### src/rtl/uart_rx_fifo.sv
// 8N1 UART receiver with mid-bit sampling feeding a show-ahead byte FIFO.
// Sticky framing/overrun flags; a set event beats a same-cycle clear.
module uart_rx_fifo #(
    parameter int unsigned CLK_FREQ  = 27_000_000,
    parameter int unsigned BAUD_RATE = 9600,
    parameter int unsigned FIFO_AW   = 4
) (
    input  logic               clk,
    input  logic               rst_n,
    input  logic               rx_pin,
    output logic [7:0]         rd_data,
    output logic               rd_valid,
    input  logic               rd_ready,
    output logic [FIFO_AW:0]   fifo_count,
    output logic               framing_err,
    output logic               overrun,
    input  logic               err_clear
);

    localparam int unsigned BitCycles = CLK_FREQ / BAUD_RATE;
    localparam int unsigned Half      = BitCycles / 2;
    localparam int unsigned Depth     = 2 ** FIFO_AW;

    localparam logic [15:0]        BitLast  = 16'(BitCycles - 1);
    localparam logic [15:0]        HalfLast = 16'(Half - 1);
    localparam logic [15:0]        CntOne   = 16'd1;
    localparam logic [FIFO_AW:0]   DepthCnt = (FIFO_AW + 1)'(Depth);
    localparam logic [FIFO_AW:0]   CountOne = (FIFO_AW + 1)'(1);
    localparam logic [FIFO_AW-1:0] PtrOne   = FIFO_AW'(1);

    typedef enum logic [2:0] {
        StIdle,
        StStart,
        StData,
        StStop,
        StBreak
    } state_e;

    // ------------------------------------------------------------------
    // Input synchronizer. Resetting to 1 makes a line held low at reset
    // release look like a start edge, which START then validates.
    // ------------------------------------------------------------------
    logic rx_meta_q, rx_s_q, rx_d_q;
    logic fall_edge;

    always_ff @(posedge clk or negedge rst_n) begin
        if (!rst_n) begin
            rx_meta_q <= 1'b1;
            rx_s_q    <= 1'b1;
            rx_d_q    <= 1'b1;
        end else begin
            rx_meta_q <= rx_pin;
            rx_s_q    <= rx_meta_q;
            rx_d_q    <= rx_s_q;
        end
    end

    assign fall_edge = rx_d_q & ~rx_s_q;

    // ------------------------------------------------------------------
    // Receive FSM
    // ------------------------------------------------------------------
    state_e      state_q;
    logic [15:0] cnt_q;
    logic [2:0]  bit_idx_q;
    logic [7:0]  shift_q;
    logic        framing_err_q;

    logic stop_sample;
    logic byte_valid;
    logic frame_bad;

    assign stop_sample = (state_q == StStop) && (cnt_q == BitLast);
    assign byte_valid  = stop_sample & rx_s_q;
    assign frame_bad   = stop_sample & ~rx_s_q;

    always_ff @(posedge clk or negedge rst_n) begin
        if (!rst_n) begin
            state_q       <= StIdle;
            cnt_q         <= '0;
            bit_idx_q     <= '0;
            shift_q       <= '0;
            framing_err_q <= 1'b0;
        end else begin
            if (frame_bad) begin
                framing_err_q <= 1'b1;
            end else if (err_clear) begin
                framing_err_q <= 1'b0;
            end

            unique case (state_q)
                StIdle: begin
                    if (fall_edge) begin
                        cnt_q   <= '0;
                        state_q <= StStart;
                    end
                end
                StStart: begin
                    if (cnt_q == HalfLast) begin
                        if (rx_s_q) begin
                            state_q <= StIdle;
                        end else begin
                            cnt_q     <= '0;
                            bit_idx_q <= '0;
                            state_q   <= StData;
                        end
                    end else begin
                        cnt_q <= cnt_q + CntOne;
                    end
                end
                StData: begin
                    if (cnt_q == BitLast) begin
                        cnt_q     <= '0;
                        shift_q   <= {rx_s_q, shift_q[7:1]};
                        bit_idx_q <= bit_idx_q + 3'd1;
                        if (bit_idx_q == 3'd7) begin
                            state_q <= StStop;
                        end
                    end else begin
                        cnt_q <= cnt_q + CntOne;
                    end
                end
                StStop: begin
                    if (cnt_q == BitLast) begin
                        cnt_q   <= '0;
                        state_q <= rx_s_q ? StIdle : StBreak;
                    end else begin
                        cnt_q <= cnt_q + CntOne;
                    end
                end
                StBreak: begin
                    // One framing error per low period, however long the line stays low.
                    if (rx_s_q) begin
                        state_q <= StIdle;
                    end
                end
                default: begin
                    state_q <= StIdle;
                end
            endcase
        end
    end

    assign framing_err = framing_err_q;

    // ------------------------------------------------------------------
    // Show-ahead FIFO
    // ------------------------------------------------------------------
    logic [7:0]         mem_q [Depth];
    logic [FIFO_AW-1:0] rd_ptr_q, rd_ptr_d;
    logic [FIFO_AW-1:0] wr_ptr_q, wr_ptr_d;
    logic [FIFO_AW:0]   count_q, count_d;
    logic               overrun_q, overrun_d;

    logic empty, full, pop, push, drop;

    assign empty = (count_q == '0);
    assign full  = (count_q == DepthCnt);
    assign pop   = ~empty & rd_ready;
    // A full FIFO still accepts a byte when the head leaves in the same cycle.
    assign push  = byte_valid & (~full | pop);
    assign drop  = byte_valid & full & ~pop;

    always_comb begin
        rd_ptr_d  = rd_ptr_q;
        wr_ptr_d  = wr_ptr_q;
        count_d   = count_q;
        overrun_d = overrun_q;

        if (pop) begin
            rd_ptr_d = rd_ptr_q + PtrOne;
        end
        if (push) begin
            wr_ptr_d = wr_ptr_q + PtrOne;
        end
        if (push && !pop) begin
            count_d = count_q + CountOne;
        end else if (pop && !push) begin
            count_d = count_q - CountOne;
        end

        if (drop) begin
            overrun_d = 1'b1;
        end else if (err_clear) begin
            overrun_d = 1'b0;
        end
    end

    always_ff @(posedge clk or negedge rst_n) begin
        if (!rst_n) begin
            rd_ptr_q  <= '0;
            wr_ptr_q  <= '0;
            count_q   <= '0;
            overrun_q <= 1'b0;
        end else begin
            rd_ptr_q  <= rd_ptr_d;
            wr_ptr_q  <= wr_ptr_d;
            count_q   <= count_d;
            overrun_q <= overrun_d;
        end
    end

    // Storage needs no reset: rd_data is masked while the FIFO is empty.
    always_ff @(posedge clk) begin
        if (push) begin
            mem_q[wr_ptr_q] <= shift_q;
        end
    end

    assign rd_data    = empty ? 8'h00 : mem_q[rd_ptr_q];
    assign rd_valid   = ~empty;
    assign fifo_count = count_q;
    assign overrun    = overrun_q;

endmodule

### config.mk
export PLATFORM = sky130hd
export DESIGN_NAME = uart_rx_fifo
export DESIGN_NICKNAME = d
export VERILOG_FILES = /design/src/rtl/uart_rx_fifo.sv
export SDC_FILE = /design/constraint.sdc
export NUM_CORES = 1
export LEC_CHECK = 0
export BUFFER_PORTS_ARGS = -buffer_cell sky130_fd_sc_hd__clkbuf_2
export CAP_MARGIN = 20
export CORE_ASPECT_RATIO = 1.2
export CORE_MARGIN = 1.5
export CORE_UTILIZATION = 30
export CTS_CLUSTER_SIZE = 28
export DETAILED_ROUTE_END_ITERATION = 7
export PLACE_DENSITY = 0.54
export SYNTH_ARGS = -nofsm -noshare
export SYNTH_HDL_FRONTEND = slang
export SYNTH_SLANG_ARGS = --single-unit
### constraint.sdc
create_clock -name clk -period 3.7 [get_ports clk]
set_input_delay 0.74 -clock clk [delete_from_list [all_inputs] [get_ports clk]]
set_output_delay 0.74 -clock clk [all_outputs]
set_load 0.01 [all_outputs]
[After elaboration in Yosys (flattened, before gate mapping)]
Memories as Yosys holds them, arrays and structs flattened.
Cells that the tools add are included.
Cells by class
  add/sub/neg operators: 6
  reductions and logical operators: 17
  equality and inequality tests: 16
  bitwise gates (word level): 12
  multiplexer cells: 26
Operators with widths (number)
  16-bit two-way mux: 4
  16-bit case mux with 3 select lines: 1
  3-bit two-way mux: 10
  16-bit by 1-bit adder with 16-bit output (second input constant): 1
  16-bit by 11-bit equality test with 1-bit output (second input constant): 1
  16-bit by 12-bit equality test with 1-bit output (second input constant): 1
  3-bit case mux with 5 select lines: 1
  2-bit != test (second input constant): 6
  5-bit two-way mux: 2
  4-bit by 1-bit adder with 4-bit output (second input constant): 2
  8-bit two-way mux: 1
  2-bit nonzero test: 4
  1-bit AND: 7
  3-bit by 2-bit equality test with 1-bit output (second input constant): 2
  3-bit equality test (second input constant): 2
  3-bit case mux with 2 select lines: 1
  6-bit AND reduction: 1
  5-bit by 1-bit adder with 5-bit output (second input constant): 1
  5-bit equality test (second input constant): 1
  5-bit zero test: 1
  1-bit two-way mux: 5
  5-bit by 1-bit subtractor with 5-bit output (second input constant): 1
  1-bit NOT: 4
  4-bit AND reduction: 1
  13 further kinds: 16
Storage, ports and cells
  logic and storage cells: 90
  memories kept: 1
  register bits after elaboration: 48
  memory bits (writable): 128
Memories
  mem_q: words 16, bits a word 8, rd ports 1, clocked after Yosys merged registers in 0, wr ports 1, RTL line 149  | logic [7:0] mem_q [Depth];

[Longest topological paths before layout]
  depth in word-level cells: 9
  depth in mapped cells: 13

[Least setup slack after synthesis]
Ideal clock, no wire load.
  path type: register to register
  start: reg count_q[0] (netlist: fifo_count[0])
  end: reg count_q[4] (netlist: fifo_count[4])
  period minus slack after synthesis: 3.106 ns
  arrival time: 3.026 ns
  library setup time: 0.079 ns
  stages on the path, launching flop included: 14
  setup slack: 0.594 ns
  path through: dfrtp_1 -> or4_1 -> or2_1 -> buf_4 -> and2_4 -> inv_2 -> ha_1 -> inv_1 -> ha_1 -> nor2b_1 -> o21a_1 -> or3_1 -> a21oi_1 -> xor2_1
Between the ends
  longest elaborated chain between the ends: 8
  elaborated cells between the ends (all ways): 16
  those cells by class: add/sub (2); eq/ne (1); mux (2); bitwise (5); reduce/logical (6)
RTL lines
  from (decl): RTL line 152  | logic [FIFO_AW:0] count_q, count_d;
  from (signal assigned): RTL line 198  | count_q <= count_d;
  5-bit zero test *: RTL line 157  | assign empty = (count_q == '0);
  1-bit NOT *
  via rd_valid: RTL line 12  | output logic rd_valid,
  1-bit AND *: RTL line 159  | assign pop = ~empty & rd_ready;
  1-bit bitwise OR: RTL line 161  | assign push = byte_valid & (~full | pop);
  1-bit AND: RTL line 161
  1-bit zero test: RTL line 178  | end else if (pop && !push) begin
  1-bit logical AND: RTL line 178
  2-bit nonzero test (no line)
Mark *: on every way through the listed nets, which the timed path passes. The rest lies on a longest branch. The select of a mux whose other input is x is not followed.
A chain may end at the register's enable or synchronous reset.

[Worst setup path in the final report]
  start: reg rd_ptr_q[0]
  end: out rd_data[5]
Between the ends
  longest elaborated chain between the ends: 2
RTL lines
  from (decl): RTL line 150  | logic [FIFO_AW-1:0] rd_ptr_q, rd_ptr_d;
  from (signal assigned): RTL line 196  | rd_ptr_q <= rd_ptr_d;
  memory read 16 x 8 bit
  8-bit two-way mux: RTL line 210  | assign rd_data = empty ? 8'h00 : mem_q[rd_ptr_q];
  to (decl): RTL line 11  | output logic [7:0] rd_data,
Every way passes these cells.

==> qor.txt <==
Max H-tree Level = 4
Layout net count = 507
Worst hold path type = primary input to async pin
Total congestion overflow = 0
Power per standard cell area = 579.5 mW/mm^2
Max incr delay on CP = 0.65 ns
Vias = 4021
DP Area = 0.008147 sq mm
Die Ht = 178.7 microns
Max Slew Vio Count = 0
Fin Setup TNS = 0 ns
Starting density of the core = 30.41%
Slew @ Worst Pin = 0.9174 ns
Final critical-path share of the clock period = 93.47%
Clock latency on the worst-skew pair = 0.43 ns
Worst Setup Path Type = flip-flop to output port
Achievable Freq = 289.2 MHz
Fillers = 2373
Synth Area per Inst = 16.64 sq um
CP Max Fanout = 28
Crit. End Element = output port
Mapped Nets = 484
Final worst slack = 0.2417 ns
Yosys warning count = 0
Final Hold Viols = 0
Remaining antenna violation count = 0
Post-synth EDFFs = 128
Multi-input logic area = 0.002454 sq mm
Root buffer cell = clkbuf_16
Seq/Total Area, Yosys = 65.41%
Critical Path End = rd_data[5]
Worst R2R End = fifo_count[4]
Die area = 0.02670 sq mm
CP delay by family, top = multiplexers
Dpl hpwl = 10.04 mm
CP Cell Sequence = buf_12 -> mux4_1 -> mux4_2 -> and2_1 -> clkbuf_2
Worst Path Required = 2.96 ns
Global-route wire length before repair = 23.84 mm
Synth Register Bits = 176
Main synth FF type = edfxtp_1
Crit. path cell count = 5
Buf/Inv on CP = 2
Std-Cell Rows = 64
Number of global-route vias before repair = 4102
Total track usage = 12.13%
Layout cells sized above 1 = 19.20%
Status = finished, final reports clean
Initial DRC Count = 235
Total Wirelength = 15.12 mm
Total CTS buffers = 17
CTS-repair resized insts = 0
Peak VDD IR = 0.4466 mV
Max-Cap Viols = 0
Crit path DAT = 2.72 ns
Synth Instances = 464
Pre-CTS setup slack = 0.3381 ns
Residual DRC = 0
Crit path max-delay cell type = mux4_1
Worst-path clk slew = 0.07 ns
Antenna violations before repair = 0
Max_slew headroom = 38.48%
Lkg Pwr = 3.681 nW
Core ar. = 0.02538 sq mm
Port Buffer Count = 20
WL/cell = 18.22 microns
CTS Hold Bufs = 0
Largest net degree at the start of global routing = 29
Reg2reg setup slack = 0.31 ns
Minimum clock period = 3.458 ns
Clock Sinks = 176
FF/Latch Area = 0.005050 sq mm
Post-Layout Inst Area = 0.008795 sq mm
Post-CTS Setup Inserts = 0
Netlist cell types = 55
CTS tree = yes
Ant. Diodes = 0
Setup-failing EPs final = 0
Netlist Area Pre-Place = 0.007719 sq mm
Post-route clock skew = 0.009741 ns
R2R cell count = 12
GP Congestion = 0.7959
Clk buf depth = 2
Synthesis-to-layout area growth = 13.94%
IO Pins = 21
Die Wd = 149.4 microns
RSZ-0062 raised after global routing = no
Crit start category = flip-flop
CP Launch Point = rd_ptr_q[0]
RR Startpoint = fifo_count[0]
Via density = 4.845
Ys async rst share = 27.27%
First drt pass iteration count = 6
[flip-flops by register name, indices dropped and copies added (netlist names)]
register / cells
state_q: 3
rx_s_q: 1
rd_ptr_q: 4
rx_meta_q: 1
wr_ptr_q: 4
fifo_count: 5
framing_err: 1
rx_d_q: 1
mem_q: 128
overrun: 1
shift_q: 8
bit_idx_q: 3
cnt_q: 16
[worst reg2reg max path: stages, from the launching register on]
cell     delay, ns
dfrtp_1       0.44
or4_1         0.58
or2_1         0.38
and2_4        0.24
inv_2         0.07
ha_1          0.22
inv_1         0.12
ha_1          0.31
nor2b_1       0.14
o21a_1        0.17
or3_1         0.31
a21oi_1       0.18
xor2_1        0.15
[final cells by class]
class                   count  share of cell area (%)
clock buffers              17                   4.837
clock inverters            15                   2.532
inverters                  12                  0.5122
multi-input cells         252                   27.90
flip-flops and latches    176                   57.42
well taps                 330                   4.695
repair buffers             28                   2.106
[per-stage QoR]
| step | power, mW | utilization [%] | cells | hold slack, ns |
|---|---|---|---|---|
| floorplan | 3.000 | - | 464 | 0.3452 |
| global route | 5.312 | 34.65 | 830 | 0.3641 |
| CTS | 5.148 | 34.65 | 830 | 0.3609 |
| finish | 5.096 | 34.65 | 830 | 0.3523 |
| global placement | 3.163 | 32.09 | 798 | 0.3465 |
| detailed placement | 3.194 | 32.09 | 798 | 0.3529 |
[kinds of logic after synthesis]
family	Yosys count	share of synthesized area (%)
flops	176	65.41
simple gates	136	10.08
mux	46	13.54
compound gates	40	3.939
buf+inv	36	2.804
xor+xnor	15	1.702
fa+ha+maj	15	2.529
[per-layer routing]
layer | GRT usage (%) | up-vias | share of wire, %
met1 | 15.88 | 2098 | 46
met3 | 2.621 | 17 | 2.3
met5 | 0 | - | 0
met4 | 3.795 | 0 | 1.3
li1 | - | 1850 | -
met2 | 20.07 | 56 | 50
[cell usage in the layout, fill, tap and decap left out, types with 3 or more instances in the layout]
master / n
bufinv_16: 4
xor2_1: 7
a21o_1: 4
mux2_2: 3
and3_1: 8
nor2_1: 13
xnor2_1: 8
inv_8: 3
ha_1: 14
nor2b_1: 3
a21oi_1: 8
dfstp_2: 3
mux4_1: 21
nor3b_1: 7
buf_4: 6
a22o_1: 11
nand3_1: 9
nand2_1: 47
o21ai_0: 7
inv_6: 5
clkbuf_2: 20
nand4_1: 5
clkbuf_16: 17
inv_1: 11
and2_1: 16
mux4_2: 19
edfxtp_1: 128
nor3_1: 3
and4_1: 7
dfrtp_1: 44
a221o_1: 3
[worst min-delay path by stage]
| stage | startpoint | end | slack [ns] | depth (start not counted) |
|---|---|---|---|---|
| final | rst_n | fifo_count[2] | 0.35 | 1 |
| after global routing | rx_meta_q | rx_s_q | 0.36 | 0 |
| after CTS | rst_n | fifo_count[1] | 0.36 | 1 |
| after detailed placement | rx_meta_q | rx_s_q | 0.35 | 0 |
| after global placement | rx_meta_q | rx_s_q | 0.35 | 0 |
| after floorplan | rx_meta_q | rx_s_q | 0.35 | 0 |
[cell usage after synthesis, types with 2 or more instances]
cell type | instances | share of area [%]
buf_8 | 3 | 0.58
nand3_1 | 9 | 0.58
and3b_1 | 2 | 0.23
and4b_1 | 2 | 0.26
mux2i_1 | 2 | 0.26
o22ai_1 | 2 | 0.16
a221o_1 | 3 | 0.39
a21oi_1 | 8 | 0.52
dfrtp_1 | 45 | 15
nor3_1 | 3 | 0.19
mux2_2 | 3 | 0.44
buf_6 | 2 | 0.29
nand2_1 | 47 | 2.3
mux4_1 | 21 | 7.1
nor2_1 | 13 | 0.63
o21ai_0 | 7 | 0.45
and2_1 | 16 | 1.3
xor2_1 | 7 | 0.79
inv_1 | 11 | 0.53
xnor2_1 | 8 | 0.91
edfxtp_1 | 128 | 50
and4_1 | 7 | 0.79
a22o_1 | 11 | 1.2
buf_2 | 7 | 0.45
nor3b_1 | 7 | 0.68
ha_1 | 14 | 2.3
buf_4 | 6 | 0.58
clkbuf_1 | 5 | 0.24
a21o_1 | 4 | 0.39
mux4_2 | 19 | 5.5
nand4_1 | 5 | 0.41
nand2b_1 | 2 | 0.16
and3_1 | 8 | 0.65
dfstp_2 | 3 | 1.0
nor2b_1 | 3 | 0.24
nor4bb_1 | 2 | 0.26
[power by group]
part	internal, mW	switching [mW]	total [mW]
registers	2.18	0.209	2.39
logic	0.388	0.361	0.749
clock network	1.16	0.801	1.96
total	3.73	1.37	5.10
No activity file was read; power rests on OpenSTA's default activity.
